**src/rtl/lake_linebuf_ctrl.sv**
```systemverilog
// Line-delay controller: writes pixels into an external SRAM ring and reads them back LINE_W later.
// Define LAKE_LINEBUF_CTRL_DRAIN_EN to add a DRAIN state that flushes the final line out of the SRAM.
module lake_linebuf_ctrl #(
   parameter int DATA_W    = 16,
   parameter int ADDR_W    = 16,
   parameter int LINE_W    = 64,
   parameter int FRAME_PIX = 4096
) (
   input  logic              clk,
   input  logic              flush,
   input  logic              start,
   input  logic              in_valid,
   input  logic [DATA_W-1:0] in_data,
   output logic              in_ready,
   output logic              out_valid,
   output logic [DATA_W-1:0] out_data,
   input  logic              out_ready,
   output logic              sram_wen,
   output logic [ADDR_W-1:0] sram_waddr,
   output logic [DATA_W-1:0] sram_wdata,
   output logic              sram_ren,
   output logic [ADDR_W-1:0] sram_raddr,
   input  logic [DATA_W-1:0] sram_rdata,
   output logic              busy,
   output logic              done
);

   localparam int CNT_W = $clog2(FRAME_PIX + 1);

   localparam logic [CNT_W-1:0]  C_FRAME = CNT_W'(FRAME_PIX);
   localparam logic [CNT_W-1:0]  C_LLAST = CNT_W'(LINE_W - 1);
   localparam logic [CNT_W-1:0]  C_CONE  = CNT_W'(1);
   localparam logic [ADDR_W-1:0] C_WLAST = ADDR_W'(LINE_W - 1);
   localparam logic [ADDR_W-1:0] C_AONE  = ADDR_W'(1);

   typedef enum logic [2:0] {
      S_IDLE   = 3'd0,
      S_FILL   = 3'd1,
      S_STEADY = 3'd2,
`ifdef LAKE_LINEBUF_CTRL_DRAIN_EN
      S_DRAIN  = 3'd3,
`endif
      S_DONE   = 3'd4
   } state_t;

   state_t            r_state;
   logic [ADDR_W-1:0] r_wptr;
   logic [CNT_W-1:0]  r_cnt;
   logic              r_rd_pend;
   logic [DATA_W-1:0] r_fifo [2];
   logic              r_fwr;
   logic              r_frd;
   logic [1:0]        r_fcnt;
   logic              r_busy;
   logic              r_done;

   logic              w_pop;
   logic              w_push;
   logic [2:0]        w_occ;
   logic              w_room;
   logic              w_fill;
   logic              w_steady;
   logic              w_frame_end;
   logic              w_in_rdy;
   logic              w_acc;
   logic              w_rd_stdy;
   logic              w_rd_drn;
   logic              w_ren;
   logic              w_fifo_idle;
   logic [ADDR_W-1:0] w_wptr_nx;

`ifdef LAKE_LINEBUF_CTRL_DRAIN_EN
   localparam int AW1 = ADDR_W + 1;
   localparam logic [AW1-1:0] C_DLINE = AW1'(LINE_W);
   localparam logic [AW1-1:0] C_DONE1 = AW1'(1);

   logic [AW1-1:0] r_dcnt;

   assign w_rd_drn = !flush && (r_state == S_DRAIN) &&
                     (r_dcnt < C_DLINE) && w_room;
`else
   assign w_rd_drn = 1'b0;
`endif

   // Credit check: entries held plus the read in flight, minus this cycle's pop.
   assign w_pop  = !flush && (r_fcnt != 2'd0) && out_ready;
   assign w_push = !flush && r_rd_pend;
   assign w_occ  = {1'b0, r_fcnt} + {2'b00, r_rd_pend} - {2'b00, w_pop};
   assign w_room = (w_occ < 3'd2);

   assign w_fill      = (r_state == S_FILL);
   assign w_steady    = (r_state == S_STEADY);
   assign w_frame_end = (r_cnt == C_FRAME);
   assign w_fifo_idle = (r_fcnt == 2'd0) && !r_rd_pend;

   assign w_in_rdy  = !flush &&
                      (w_fill || (w_steady && !w_frame_end && w_room));
   assign w_acc     = in_valid && w_in_rdy;
   assign w_rd_stdy = w_acc && w_steady;
   assign w_ren     = w_rd_stdy || w_rd_drn;
   assign w_wptr_nx = (r_wptr == C_WLAST) ? '0 : r_wptr + C_AONE;

   assign in_ready   = w_in_rdy;
   assign sram_wen   = w_acc;
   assign sram_waddr = w_acc ? r_wptr : '0;
   assign sram_wdata = w_acc ? in_data : '0;
   assign sram_ren   = w_ren;
   assign sram_raddr = w_ren ? r_wptr : '0;
   assign out_valid  = !flush && (r_fcnt != 2'd0);
   assign out_data   = out_valid ? r_fifo[r_frd] : '0;
   assign busy       = !flush && r_busy;
   assign done       = !flush && r_done;

   always_ff @(posedge clk) begin
      if (w_push) begin
         r_fifo[r_fwr] <= sram_rdata;
      end
   end

   always_ff @(posedge clk) begin
      if (flush) begin
         r_state   <= S_IDLE;
         r_wptr    <= '0;
         r_cnt     <= '0;
         r_rd_pend <= 1'b0;
         r_fwr     <= 1'b0;
         r_frd     <= 1'b0;
         r_fcnt    <= 2'd0;
         r_busy    <= 1'b0;
         r_done    <= 1'b0;
`ifdef LAKE_LINEBUF_CTRL_DRAIN_EN
         r_dcnt    <= '0;
`endif
      end else begin
         r_rd_pend <= w_ren;
         r_fcnt    <= r_fcnt + {1'b0, w_push} - {1'b0, w_pop};
         if (w_push) begin
            r_fwr <= ~r_fwr;
         end
         if (w_pop) begin
            r_frd <= ~r_frd;
         end
         // In DRAIN the write pointer doubles as the read pointer.
         if (w_acc || w_rd_drn) begin
            r_wptr <= w_wptr_nx;
         end
         if (w_acc) begin
            r_cnt <= r_cnt + C_CONE;
         end
         unique case (r_state)
            S_IDLE: begin
               if (start) begin
                  r_state <= S_FILL;
                  r_wptr  <= '0;
                  r_cnt   <= '0;
                  r_busy  <= 1'b1;
               end
            end
            S_FILL: begin
               if (w_acc && (r_cnt == C_LLAST)) begin
                  r_state <= S_STEADY;
               end
            end
            S_STEADY: begin
               if (w_frame_end) begin
`ifdef LAKE_LINEBUF_CTRL_DRAIN_EN
                  r_state <= S_DRAIN;
                  r_dcnt  <= '0;
`else
                  if (w_fifo_idle) begin
                     r_state <= S_DONE;
                     r_done  <= 1'b1;
                  end
`endif
               end
            end
`ifdef LAKE_LINEBUF_CTRL_DRAIN_EN
            S_DRAIN: begin
               if (w_rd_drn) begin
                  r_dcnt <= r_dcnt + C_DONE1;
               end
               if ((r_dcnt == C_DLINE) && w_fifo_idle) begin
                  r_state <= S_DONE;
                  r_done  <= 1'b1;
               end
            end
`endif
            S_DONE: begin
               r_state <= S_IDLE;
               r_done  <= 1'b0;
               r_busy  <= 1'b0;
            end
            default: begin
               r_state <= S_IDLE;
               r_done  <= 1'b0;
               r_busy  <= 1'b0;
            end
         endcase
      end
   end

endmodule

```
**config.mk**
```make
export PLATFORM = sky130hd
export DESIGN_NAME = lake_linebuf_ctrl
export DESIGN_NICKNAME = d
export VERILOG_FILES = /design/src/rtl/lake_linebuf_ctrl.sv
export SDC_FILE = /design/constraint.sdc
export NUM_CORES = 1
export LEC_CHECK = 0
export BUFFER_PORTS_ARGS = -buffer_cell sky130_fd_sc_hd__clkbuf_2
export CORE_UTILIZATION = 35
export CTS_CLUSTER_SIZE = 20
export DETAILED_ROUTE_END_ITERATION = 7
export GPL_TIMING_DRIVEN = 0
export HOLD_SLACK_MARGIN = 0.15
export SYNTH_ARGS = -nofsm -noshare
export SYNTH_HDL_FRONTEND = slang
export SYNTH_SLANG_ARGS = --single-unit
```
**constraint.sdc**
```tcl
create_clock -name clk -period 13.4 [get_ports clk]
set_input_delay 4.02 -clock clk [delete_from_list [all_inputs] [get_ports clk]]
set_output_delay 4.02 -clock clk [all_outputs]
set_load 0.1 [all_outputs]
```
==> flow_metrics.env <==
export IMPL_clockRootBuffer="clkbuf_8"
export IMPL_synthDistinctLibCells=47
export IMPL_ios=107
export IMPL_grt_pass1_wl_um=15050
export IMPL_synthCells=384
export IMPL_coreArea_um2=9910
export IMPL_grt_ovfl_total=0
export IMPL_p_clk_share_pct=41.1
export IMPL_crit_path_end_kind="primary output"
export IMPL_crit_fanout=10
export IMPL_synthesis_area_um2=3630
export IMPL_synth_yosys_seq_area_share_pct=48.53
export IMPL_hold_buffers=0
export IMPL_drt_first_pass_iters=4
export IMPL_slew_viol_final=0
export IMPL_switching_share_pct=25.96
export IMPL_setup_viol=0
export IMPL_internal_power_uw=325.2
export IMPL_finalCritPeriodShare_pct=85.87
export IMPL_wire_per_inst_um=14.04
export IMPL_ys_flop_type="dfxtp_1"
export IMPL_io_buffers=106
export IMPL_seq_area_um2=1762
export IMPL_use_met1_pct=21.92
export IMPL_vias=3217
export IMPL_cts_buffer_depth=2
export IMPL_p_seq_share_pct=52.4
export IMPL_power_total_uw=439.3
export IMPL_fmax_mhz=86.91
export IMPL_worst_hold_path_type="reg -> reg"
export IMPL_wl_um=8973
export IMPL_fp_dieArea_um2=10780
export IMPL_leakage_nw=1.844
export IMPL_arrival_ns=7.49
export IMPL_gp_congestion=0.7735
export IMPL_tightest_slew_ns=0.8188
export IMPL_dieHeight_um=103.8
export IMPL_dp_hpwl_um=6508
export IMPL_grtUsageMet2_pct=28.43
export IMPL_avgSynthCellArea_um2=9.452
export IMPL_max_cap_violations=0
export IMPL_fin_skew_ns=0.01023
export IMPL_syn2layout_area_growth_pct=24.92
export IMPL_busiest_layer="met2"
export IMPL_comb_power_share_pct=6.5
export IMPL_drtIter0Drc=119
export IMPL_clkLatencyLatePin_ns=0.35
export IMPL_htree_levels=3
export IMPL_critical_path_class="in -> out"
export IMPL_ant_nets=0
export IMPL_maxSlewHeadroom_pct=45.35
export IMPL_n_fill_cell=985
export IMPL_n_antenna_cell=0
export IMPL_path_clk_slew_ns=0.08
export IMPL_grt_setup_unrepaired="no"
export IMPL_cts_made_buffers=9
export IMPL_multi_input_area_um2=1745
export IMPL_grt_usage_pct=17.20
export IMPL_cts_sinks=72
export IMPL_drc=0
export IMPL_async_reset_ff_share_pct=0
export IMPL_cts_resized=0
export IMPL_grt_pass1_vias=3123
export IMPL_layout_setup_ws_ns=1.893
export IMPL_layout_drive_gt1_share_pct=26.48
export IMPL_fin_setup_tns_ns=0
export IMPL_routed_via_density=5.034
export IMPL_met3_usage_pct=3.965
export IMPL_hold_violations=0
export IMPL_fin_nets=543
export IMPL_vdd_drop_max_v=0.00005078
export IMPL_layout_min_cycle_time_ns=11.51
export IMPL_synth_seq_cells=72
export IMPL_dp_slack_ns=1.868
export IMPL_yosys_warnings=0
export IMPL_p_switching_uw=114.0
export IMPL_post_cts_buffers=0
export IMPL_synth_nets=426
export IMPL_initial_core_util_pct=36.63
export IMPL_power_density_nw_per_um2=96.87
export IMPL_fp_dieW_um=103.8
export IMPL_rows=36
export IMPL_antenna_found_initial=0
export IMPL_start_kind="primary input"
export IMPL_grt_max_degree=17
export IMPL_synth_edf_count=32
export IMPL_tritoncts="done"
export IMPL_status="finished clean"
export IMPL_worstPathRequired_ns=9.38
-- cell usage after synthesis, types with 4 or more instances --
library cell	number	area [µm²]
a21oi_1	25	125.1
and2_1	32	200.2
and3_1	18	112.6
clkbuf_1	15	56.30
dfxtp_1	40	800.8
edfxtp_1	32	960.9
ha_1	4	50.05
inv_1	11	41.29
mux2i_1	18	180.2
nand2_1	19	71.32
nand3_1	12	60.06
nand4_1	7	43.79
nand4b_1	4	35.03
nor2_1	42	157.7
nor2b_1	5	31.28
nor3_1	10	50.05
o21ai_0	17	85.08
o31ai_1	7	52.55
or3_1	13	81.33
or4_1	10	75.07
-- power by group through the flow --
stage | combinational (mW) | clock, mW | sequential [mW]
6_report | 0.0285 | 0.181 | 0.230
5_1_grt | 0.0305 | 0.193 | 0.230
4_1_cts | 0.0288 | 0.185 | 0.230
3_5_place_dp | 0.0287 | 0 | 0.235
3_3_place_gp | 0.0282 | 0 | 0.235
2_1_floorplan | 0.0185 | 0 | 0.235
-- per-stage QoR --
| step | hold slack, ns | cells | area, µm² | util, % |
|---|---|---|---|---|
| 2_1_floorplan | 0.4551 | 384 | 3630 | - |
| 3_3_place_gp | 0.4814 | 623 | 4327 | 43.66 |
| 3_5_place_dp | 0.4927 | 623 | 4327 | 43.66 |
| 4_1_cts | 0.5053 | 639 | 4529 | 45.71 |
| 5_1_grt | 0.5319 | 639 | 4534 | 45.76 |
| 6_report | 0.5055 | 639 | 4534 | 45.76 |
-- metal layers --
layer,share of wire [%],up-vias
met5,0,-
met4,0.72,0
met3,5.4,7
met2,48,103
met1,46,1488
li1,-,1619
-- sequential cells by signal, indices dropped and copies added (netlist names), named ones only --
register	flops
r_fcnt	2
r_busy	1
r_frd	1
r_fifo	32
r_cnt	13
r_done	1
r_wptr	16
r_state	3
r_fwr	1
r_rd_pend	1
-- path summary, 6_finish.rpt --
check | start | to | slack [ns] | cells after the start
setup / recovery | flush | sram_waddr[1] | 1.89 | 15
hold / removal | r_cnt[11] | r_cnt[11] | 0.51 | 2
setup reg to reg | r_fcnt[1] | r_wptr[12] | 9.72 | 15
hold reg to reg | r_cnt[11] | r_cnt[11] | 0.51 | 2
-- cell families (layout without fill, tap and decap cells) --
family                     after synthesis  count (layout)  share of synthesized area (%)
AOI/OAI and AO/OA                       61              61                          9.928
and+or+nand+nor                        191             191                          29.68
xor gates and xnor gates                 6               6                          1.448
buffers and inverters                   31             153                          3.516
DFF                                     72              72                          48.53
adders and majority gates                5               5                          1.930
muxes                                   18              18                          4.964
-- cells in the final DEF, fill, tap and decap left out, types with 3 or more instances in the layout --
master	n
or3_1	13
a21oi_1	25
o21ai_0	17
nor4_1	3
clkbuf_2	106
nand2b_1	3
ha_1	4
nand4b_1	4
or4_1	10
nor3_1	10
nor2_1	40
inv_1	11
clkbuf_1	15
or2_2	3
and2_1	32
nor2b_1	5
and3_1	18
o31ai_1	7
nand2_1	19
nand3_1	12
dfxtp_1	40
nand4_1	7
buf_2	3
xor2_1	3
clkbuf_8	9
edfxtp_1	32
xnor2_1	3
inv_6	3
mux2i_1	18
-- worst max-delay path: stages --
cell	delay [ns]
clkbuf_2	0.15
or2_2	0.31
clkbuf_1	0.20
inv_1	0.13
nand2_1	0.14
xnor2_1	0.18
nand2_1	0.08
fa_1	0.38
xor2_1	0.21
nor4b_4	0.44
a21oi_2	0.15
inv_1	0.18
clkbuf_1	0.28
and2_1	0.18
clkbuf_2	0.45
-- final cells by class --
| cell class | instances | area share [%] |
|---|---|---|
| Tap cell | 133 | 3.670 |
| Multi-Input combinational cell | 281 | 38.49 |
| Inverter | 11 | 0.9106 |
| Clock buffer | 9 | 2.732 |
| Sequential cell | 72 | 38.85 |
| Timing Repair Buffer | 106 | 11.70 |
| Clock inverter | 7 | 1.738 |
| Buffer | 20 | 1.904 |
Note: power is estimated with default switching activity, not from simulation.
